--- src/rtl/mux_8x1_rr_sched_pkg.sv ---
// Shared constants, state encoding and helpers for the 8:1 mux round-robin scheduler.
package mux_sched_pkg;

  localparam int NUM_REQ = 8;
  localparam int SEL_W   = 3;

  typedef enum logic {
    IDLE  = 1'b0,
    GRANT = 1'b1
  } sched_state_e;

  // Grant vectors are one-hot or zero, so OR-ing the set indices gives the index.
  function automatic logic [SEL_W-1:0] onehot_to_idx(input logic [NUM_REQ-1:0] oh);
    logic [SEL_W-1:0] idx;
    idx = '0;
    for (int i = 0; i < NUM_REQ; i++) begin
      if (oh[i]) idx = idx | SEL_W'(i);
    end
    return idx;
  endfunction

endpackage

--- src/rtl/mux_8x1_rr_sched_if.sv ---
// Requester-side bundle of the scheduler: level requests in, grant/select/hold out.
// Handshake: req[i] is a level held by requester i; it owns the mux output on every
// cycle where gnt[i] is high, and sel_valid/sel/gnt all change on the same clk edge.
interface mux_sched_if;
  import mux_sched_pkg::*;

  logic [NUM_REQ-1:0] req;
  logic [NUM_REQ-1:0] gnt;
  logic [SEL_W-1:0]   sel;
  logic               sel_valid;
  logic [3:0]         hold_cnt;
  sched_state_e       state_dbg;

  modport master (
    output req,
    input  gnt, sel, sel_valid, hold_cnt, state_dbg
  );

  modport slave (
    input  req,
    output gnt, sel, sel_valid, hold_cnt, state_dbg
  );

endinterface

--- src/rtl/mux_8x1_rr_sched_rr_pick.sv ---
// Rotating priority encoder: first set req bit scanning upward from start, wrapping 7->0.
module rr_pick
  import mux_sched_pkg::*;
(
  input  logic [NUM_REQ-1:0] req,
  input  logic [SEL_W-1:0]   start,
  output logic [SEL_W-1:0]   win,
  output logic               any
);

  logic [SEL_W-1:0] idx;

  always_comb begin
    win = '0;
    any = 1'b0;
    idx = '0;
    for (int i = 0; i < NUM_REQ; i++) begin
      idx = SEL_W'(int'(start) + i);
      if (!any && req[idx]) begin
        win = idx;
        any = 1'b1;
      end
    end
  end

endmodule

--- src/rtl/mux_8x1_rr_sched.sv ---
// Round-robin scheduler for the 8:1 mux: registered one-hot grant, matching select,
// and a hold counter that caps ownership at MAX_HOLD cycles while others wait.
module mux_8x1_rr_sched
  import mux_sched_pkg::*;
#(
  parameter int MAX_HOLD = 4,
  parameter int HOLD_W   = 4
) (
  input  logic        clk,
  input  logic        rst_n,
  mux_sched_if.slave  bus
);

  sched_state_e       state_q, state_d;
  logic [NUM_REQ-1:0] gnt_q, gnt_d;
  logic [SEL_W-1:0]   sel_q, sel_d;
  logic [SEL_W-1:0]   ptr_q, ptr_d;
  logic [HOLD_W-1:0]  hold_q, hold_d;

  logic [SEL_W-1:0]   owner;
  logic [NUM_REQ-1:0] pick_req;
  logic [SEL_W-1:0]   pick_start;
  logic [SEL_W-1:0]   win;
  logic               any;
  logic               take_new;

  assign owner = onehot_to_idx(gnt_q);

  // Masking the owner out means a scan from owner+1 only ever finds other requesters.
  assign pick_req   = bus.req & ~gnt_q;
  assign pick_start = (state_q == IDLE) ? ptr_q + SEL_W'(1) : owner + SEL_W'(1);

  rr_pick u_pick (
    .req   (pick_req),
    .start (pick_start),
    .win   (win),
    .any   (any)
  );

  always_comb begin
    state_d  = state_q;
    gnt_d    = gnt_q;
    sel_d    = sel_q;
    ptr_d    = ptr_q;
    hold_d   = hold_q;
    take_new = 1'b0;

    case (state_q)
      IDLE: begin
        if (any) take_new = 1'b1;
      end
      GRANT: begin
        if (!bus.req[owner]) begin
          if (any) begin
            take_new = 1'b1;
          end else begin
            state_d = IDLE;
            gnt_d   = '0;
            hold_d  = '0;
          end
        end else if (hold_q == HOLD_W'(MAX_HOLD)) begin
          if (any) take_new = 1'b1;
          else     hold_d   = HOLD_W'(1);
        end else begin
          hold_d = hold_q + HOLD_W'(1);
        end
      end
      default: state_d = IDLE;
    endcase

    if (take_new) begin
      state_d = GRANT;
      gnt_d   = NUM_REQ'(1) << win;
      sel_d   = win;
      hold_d  = HOLD_W'(1);
      ptr_d   = win;
    end
  end

  always_ff @(posedge clk) begin
    if (!rst_n) begin
      state_q <= IDLE;
      gnt_q   <= '0;
      sel_q   <= '0;
      ptr_q   <= SEL_W'(NUM_REQ - 1);
      hold_q  <= '0;
    end else begin
      state_q <= state_d;
      gnt_q   <= gnt_d;
      sel_q   <= sel_d;
      ptr_q   <= ptr_d;
      hold_q  <= hold_d;
    end
  end

  assign bus.gnt       = gnt_q;
  assign bus.sel       = sel_q;
  assign bus.sel_valid = (state_q == GRANT);
  assign bus.hold_cnt  = hold_q;
  assign bus.state_dbg = state_q;

endmodule
--- src/flat_wrapper.sv ---
// flat-port wrapper written by rule: the top's interface ports become plain ports
module mux_8x1_rr_sched_flat import mux_sched_pkg::*;
#(
  parameter int MAX_HOLD = 4,
  parameter int HOLD_W   = 4
)
  (clk, rst_n, bus_req, bus_gnt, bus_sel, bus_sel_valid, bus_hold_cnt, bus_state_dbg);
  mux_sched_if bus_i ();
  input  logic clk;
  input  logic rst_n;
  input wire logic [$bits(bus_i.req)-1:0] bus_req;
  output wire logic [$bits(bus_i.gnt)-1:0] bus_gnt;
  output wire logic [$bits(bus_i.sel)-1:0] bus_sel;
  output wire logic [$bits(bus_i.sel_valid)-1:0] bus_sel_valid;
  output wire logic [$bits(bus_i.hold_cnt)-1:0] bus_hold_cnt;
  output wire logic [$bits(bus_i.state_dbg)-1:0] bus_state_dbg;
  assign bus_i.req = bus_req;
  assign bus_gnt = bus_i.gnt;
  assign bus_sel = bus_i.sel;
  assign bus_sel_valid = bus_i.sel_valid;
  assign bus_hold_cnt = bus_i.hold_cnt;
  assign bus_state_dbg = bus_i.state_dbg;
  mux_8x1_rr_sched #(.MAX_HOLD(MAX_HOLD), .HOLD_W(HOLD_W)) u_core (.clk(clk), .rst_n(rst_n), .bus(bus_i));
endmodule
--- config.mk ---
export PLATFORM = sky130hd
export DESIGN_NAME = mux_8x1_rr_sched_flat
export DESIGN_NICKNAME = d
export VERILOG_FILES = /design/src/rtl/mux_8x1_rr_sched_pkg.sv /design/src/rtl/mux_8x1_rr_sched_if.sv /design/src/rtl/mux_8x1_rr_sched_rr_pick.sv /design/src/rtl/mux_8x1_rr_sched.sv /design/src/flat_wrapper.sv
export SDC_FILE = /design/constraint.sdc
export NUM_CORES = 1
export LEC_CHECK = 0
export CAP_MARGIN = 20
export CORE_MARGIN = 2
export CORE_UTILIZATION = 51
export CTS_CLUSTER_DIAMETER = 30
export DETAILED_ROUTE_END_ITERATION = 8
export PLACE_DENSITY_LB_ADDON = 0.2
export REMOVE_ABC_BUFFERS = 1
export SYNTH_ARGS = -nofsm -noshare
export SYNTH_HDL_FRONTEND = slang
export SYNTH_HIERARCHICAL = 1
export SYNTH_SLANG_ARGS = --single-unit
--- constraint.sdc ---
create_clock -name clk -period 4.6 [get_ports clk]
set_clock_uncertainty 0.15 [all_clocks]
set_input_delay 1.15 -clock clk [delete_from_list [all_inputs] [get_ports clk]]
set_output_delay 1.15 -clock clk [all_outputs]
set_load 0.01 [all_outputs]
==> reports/results.tsv <==
stage	metric	value	unit
run_status	status	complete, no violations	
logic_synthesis	mux cell area share after synthesis	24.2	%
routing	drt total wl	5620	um
logic_synthesis	Synth Area per Inst	9.00	sq um
place	DP Wirelength	4190	um
logic_synthesis	top cells by area, synth	dfxtp_1 17%, mux4_2 10%, mux4_1 5.9%	
finish	area of the multi-input gates	0.00167	sq mm
logic_synthesis	Top FF cell, synth	dfxtp_1	
logic_synthesis	number of synthesized flops with an enable pin	0	
logic_synthesis	post-synthesis sequential area ratio	17.0	%
timing	Hold Vio Cnt, Final	0	
die	Die Area	0.00494	sq mm
timing	fmax	228	MHz
logic_synthesis	Mapped Area	0.00224	sq mm
routing	vias per cell	6.52	
finish	share of layout cells above drive strength 1	16.8	%
place	GP Congestion	0.882	
routing	WL/cell	17.2	um
die	FP Rows	24	
worst_setup_path	Worst setup SP type	input pin	
routing	DR pass1 iterations	4	
finish	Synth-to-Final Area Change	15.7	%
logic_synthesis	Synth Area in Adders	2.79	%
clocking	H-tree depth	1	
routing	routed via count	2126	
worst_setup_path	Setup CP Type	in2reg	
worst_setup_path	crit-path max FO	9	
timing	setup TNS	0	ns
finish	register area	380	sq um
logic_synthesis	Post-Synth Simple-Gate Area	18.4	%
power_and_ir_drop	sw power	1.10	mW
logic_synthesis	Compound-Gate Fraction of Synth Area	27.0	%
power_and_ir_drop	internal power	1.09	mW
logic_synthesis	Synth cell types	65	
timing	slew margin rel.	61.1	%
power_and_ir_drop	maximum VDD drop	0.000421	V
power_and_ir_drop	total power	2.20	mW
routing	initial drt markers	232	
logic_synthesis	Ys Warns	6	
finish	Post-layout nets	290	
power_and_ir_drop	Clk network pwr share	5.3	%
power_and_ir_drop	sequential share of power	10.6	%
grt	first-pass GRT wire length	9520	um
clocking	CTS tree	built	
logic_synthesis	xor and xnor area share after synthesis	1.56	%
logic_synthesis	largest family of logic cells by synthesized area	compound AO/OA/AOI/OAI gates	
clocking	Root Driver	clkbuf_8	
power_and_ir_drop	Logic pwr share	84.0	%
clocking	clk sinks	19	
die	Vert. Die Dim	70.3	um
routing	DRC Markers	0	
logic_synthesis	post-synth top area cell	dfxtp_1	
power_and_ir_drop	switch share	50.2	%
logic_synthesis	count of state elements after synthesis	19	
hold_path	Worst Hold Class	reg2reg	
timing	RSZ-0062 raised after global routing	false	
worst_setup_path	worst path required time	4.65	ns
grt	antenna violations before repair	0	
timing	Final min period	4.39	ns
finish	diode count	0	
clocking	clock slew at reported path FFs	0.07	ns
routing	ANT nets after route	0	
timing	Slew @ Worst Pin	0.583	ns
power_and_ir_drop	Leak	0.996	nW
place	IO buf count	26	
timing	Final Setup Violations	0	
clocking	Worst-Skew Late Latency	0.26	ns
grt	largest net degree at the start of global routing	21	
timing	fin. max-slew vios	0	
die	core area	0.00429	sq mm
clocking	cts bufs inserted	3	
worst_setup_path	crit end category	flop	
logic_synthesis	gate count of the mapped netlist	249	
die	initial core utilization	52.2	%
die	die width	70.3	um
die	Top Ports	27	
logic_synthesis	post-synth top area share	17.0	%
finish	filler instances	382	
grt	global route overflow	0	
grt	GRT Total Usage	23.3	%
run	MaxCap Viol Count	0	
clocking	Bufs on Longest Clock Path	2	
logic_synthesis	Async S/R FF share, synth	0	%
power_and_ir_drop	power density over the cells	848	mW/mm^2
worst_setup_path	CP Data Arrival Time	4.44	ns
grt	number of global-route vias before repair	2040	
timing	Final period util	95.4	%
-- Yosys cell counts, drive strengths merged (2+ instances only) --
cell,instances
buf,15
inv,17
o311a,2
a32o,4
a21oi,15
o21ai,9
nand3,3
mux2i,11
or4,4
o2bb2ai,2
nand2,20
o21a,2
clkbuf,4
ha,5
xor2,3
a22o,2
a31oi,3
o211ai,9
and3,5
a221oi,2
nor2,18
o41a,5
a22oi,2
nor2b,10
nor3,5
nor4,6
nand3b,2
a21o,2
dfxtp,19
mux4,15
mux2,5
a2111oi,7
-- repair_timing --
| action | 4_1_cts | 5_1_grt |
|---|---|---|
| endpoints found under the setup margin | 0 | 12 |
| setup buffers | 0 | 0 |
| endpoints found under the hold margin | 0 | 0 |
| hold buffers | 0 | 0 |
| resized for setup | 0 | 3 |
-- final cells by class --
cell class | instances | area share [%]
multi-input cells | 194 | 64.5
flip-flops and latches | 19 | 14.7
clock inverters | 1 | 0.193
inverters | 17 | 2.46
clock buffers | 3 | 1.59
well taps | 52 | 2.51
repair buffers | 40 | 14.1
-- metrics by stage --
step / worst slack [ns] / cells / cell area, sq um / util (%) / hold WS (ns)
after floorplan: -0.330 / 230 / 2100 / - / 0.319
after global placement: 0.193 / 322 / 2530 / 59.0 / 0.296
after detailed placement: 0.0625 / 322 / 2530 / 59.0 / 0.301
after CTS: 0.237 / 326 / 2580 / 60.1 / 0.312
after global routing: 0.00264 / 326 / 2590 / 60.4 / 0.343
final: 0.213 / 326 / 2590 / 60.4 / 0.310
-- layout by cell type (no fill, tap or decap), types with 3 or more instances in the layout --
cell type	netlist	layout
clkdlybuf4s50_1	0	26
nor2b_1	10	10
o41a_1	5	5
ha_1	5	4
a2111oi_1	3	3
nor3_1	4	4
dfxtp_1	19	19
mux2_2	3	3
xor2_1	3	3
a32o_1	4	4
mux4_1	5	5
buf_4	1	14
o211ai_1	9	9
and3_1	4	4
a2111oi_0	4	4
or4_1	4	4
nor2_1	18	18
nor4_1	4	4
mux4_2	10	10
a31oi_1	3	3
o21ai_0	6	6
a21oi_1	15	15
mux2i_1	10	10
nand3_1	3	3
inv_1	16	16
nand2_1	20	20
clkbuf_8	0	3
-- power by group through the flow --
stage | Clock (mW) | Combinational [mW] | Sequential (mW)
after global routing | 0.125 | 2.01 | 0.239
after detailed placement | 0 | 1.79 | 0.237
after CTS | 0.120 | 1.80 | 0.233
final | 0.117 | 1.85 | 0.234
after global placement | 0 | 1.78 | 0.236
after floorplan | 0 | 1.31 | 0.246
-- critical path: stages --
cell,delay (ns)
clkdlybuf4s50_1,0.50
nor2b_1,0.50
mux2i_1,0.16
and3_1,0.22
o41a_1,0.46
o21ai_2,0.27
o311ai_1,0.16
o21ai_0,0.35
o21ai_4,0.16
nor3_1,0.28
a32o_1,0.21
-- state kept, by name, summed over array words and instances, names as in the netlist --
signal,cells
u_core/bus.sel_valid,1
u_core/bus.hold_cnt,4
u_core/bus.sel,3
u_core/bus.gnt,8
u_core/ptr_q,3
-- kinds of logic (layout without fill, tap and decap cells) --
group | count (synthesis) | after routing
AOI/OAI and AO/OA | 77 | 77
and+or+nand+nor | 77 | 77
buffers and inverters | 36 | 61
muxes | 31 | 31
DFF | 19 | 19
adders and majority gates | 5 | 5
xor gates and xnor gates | 4 | 4
-- per-layer routing --
metal / GRT usage (%) / vias to the layer above / wire [um]
li1: - / 1025 / -
met1: 32.6 / 1013 / 2490
met2: 37.8 / 79 / 2750
met3: 1.59 / 9 / 312
met4: 8.55 / 0 / 71
met5: 0 / - / 0
-- worst paths after layout --
check	from	endpoint	slack, ns	depth (start not counted)
max	bus_req[7]	u_core/bus.gnt[0]$_SDFFE_PN0P_	0.21	11
min	u_core/bus.sel[2]$_SDFFE_PN0P_	u_core/bus.sel[2]$_SDFFE_PN0P_	0.31	2
max reg2reg	u_core/bus.gnt[6]$_SDFFE_PN0P_	u_core/bus.gnt[0]$_SDFFE_PN0P_	0.27	14
min reg2reg	u_core/bus.sel[2]$_SDFFE_PN0P_	u_core/bus.sel[2]$_SDFFE_PN0P_	0.31	2
No activity file was read; power rests on OpenSTA's default activity.
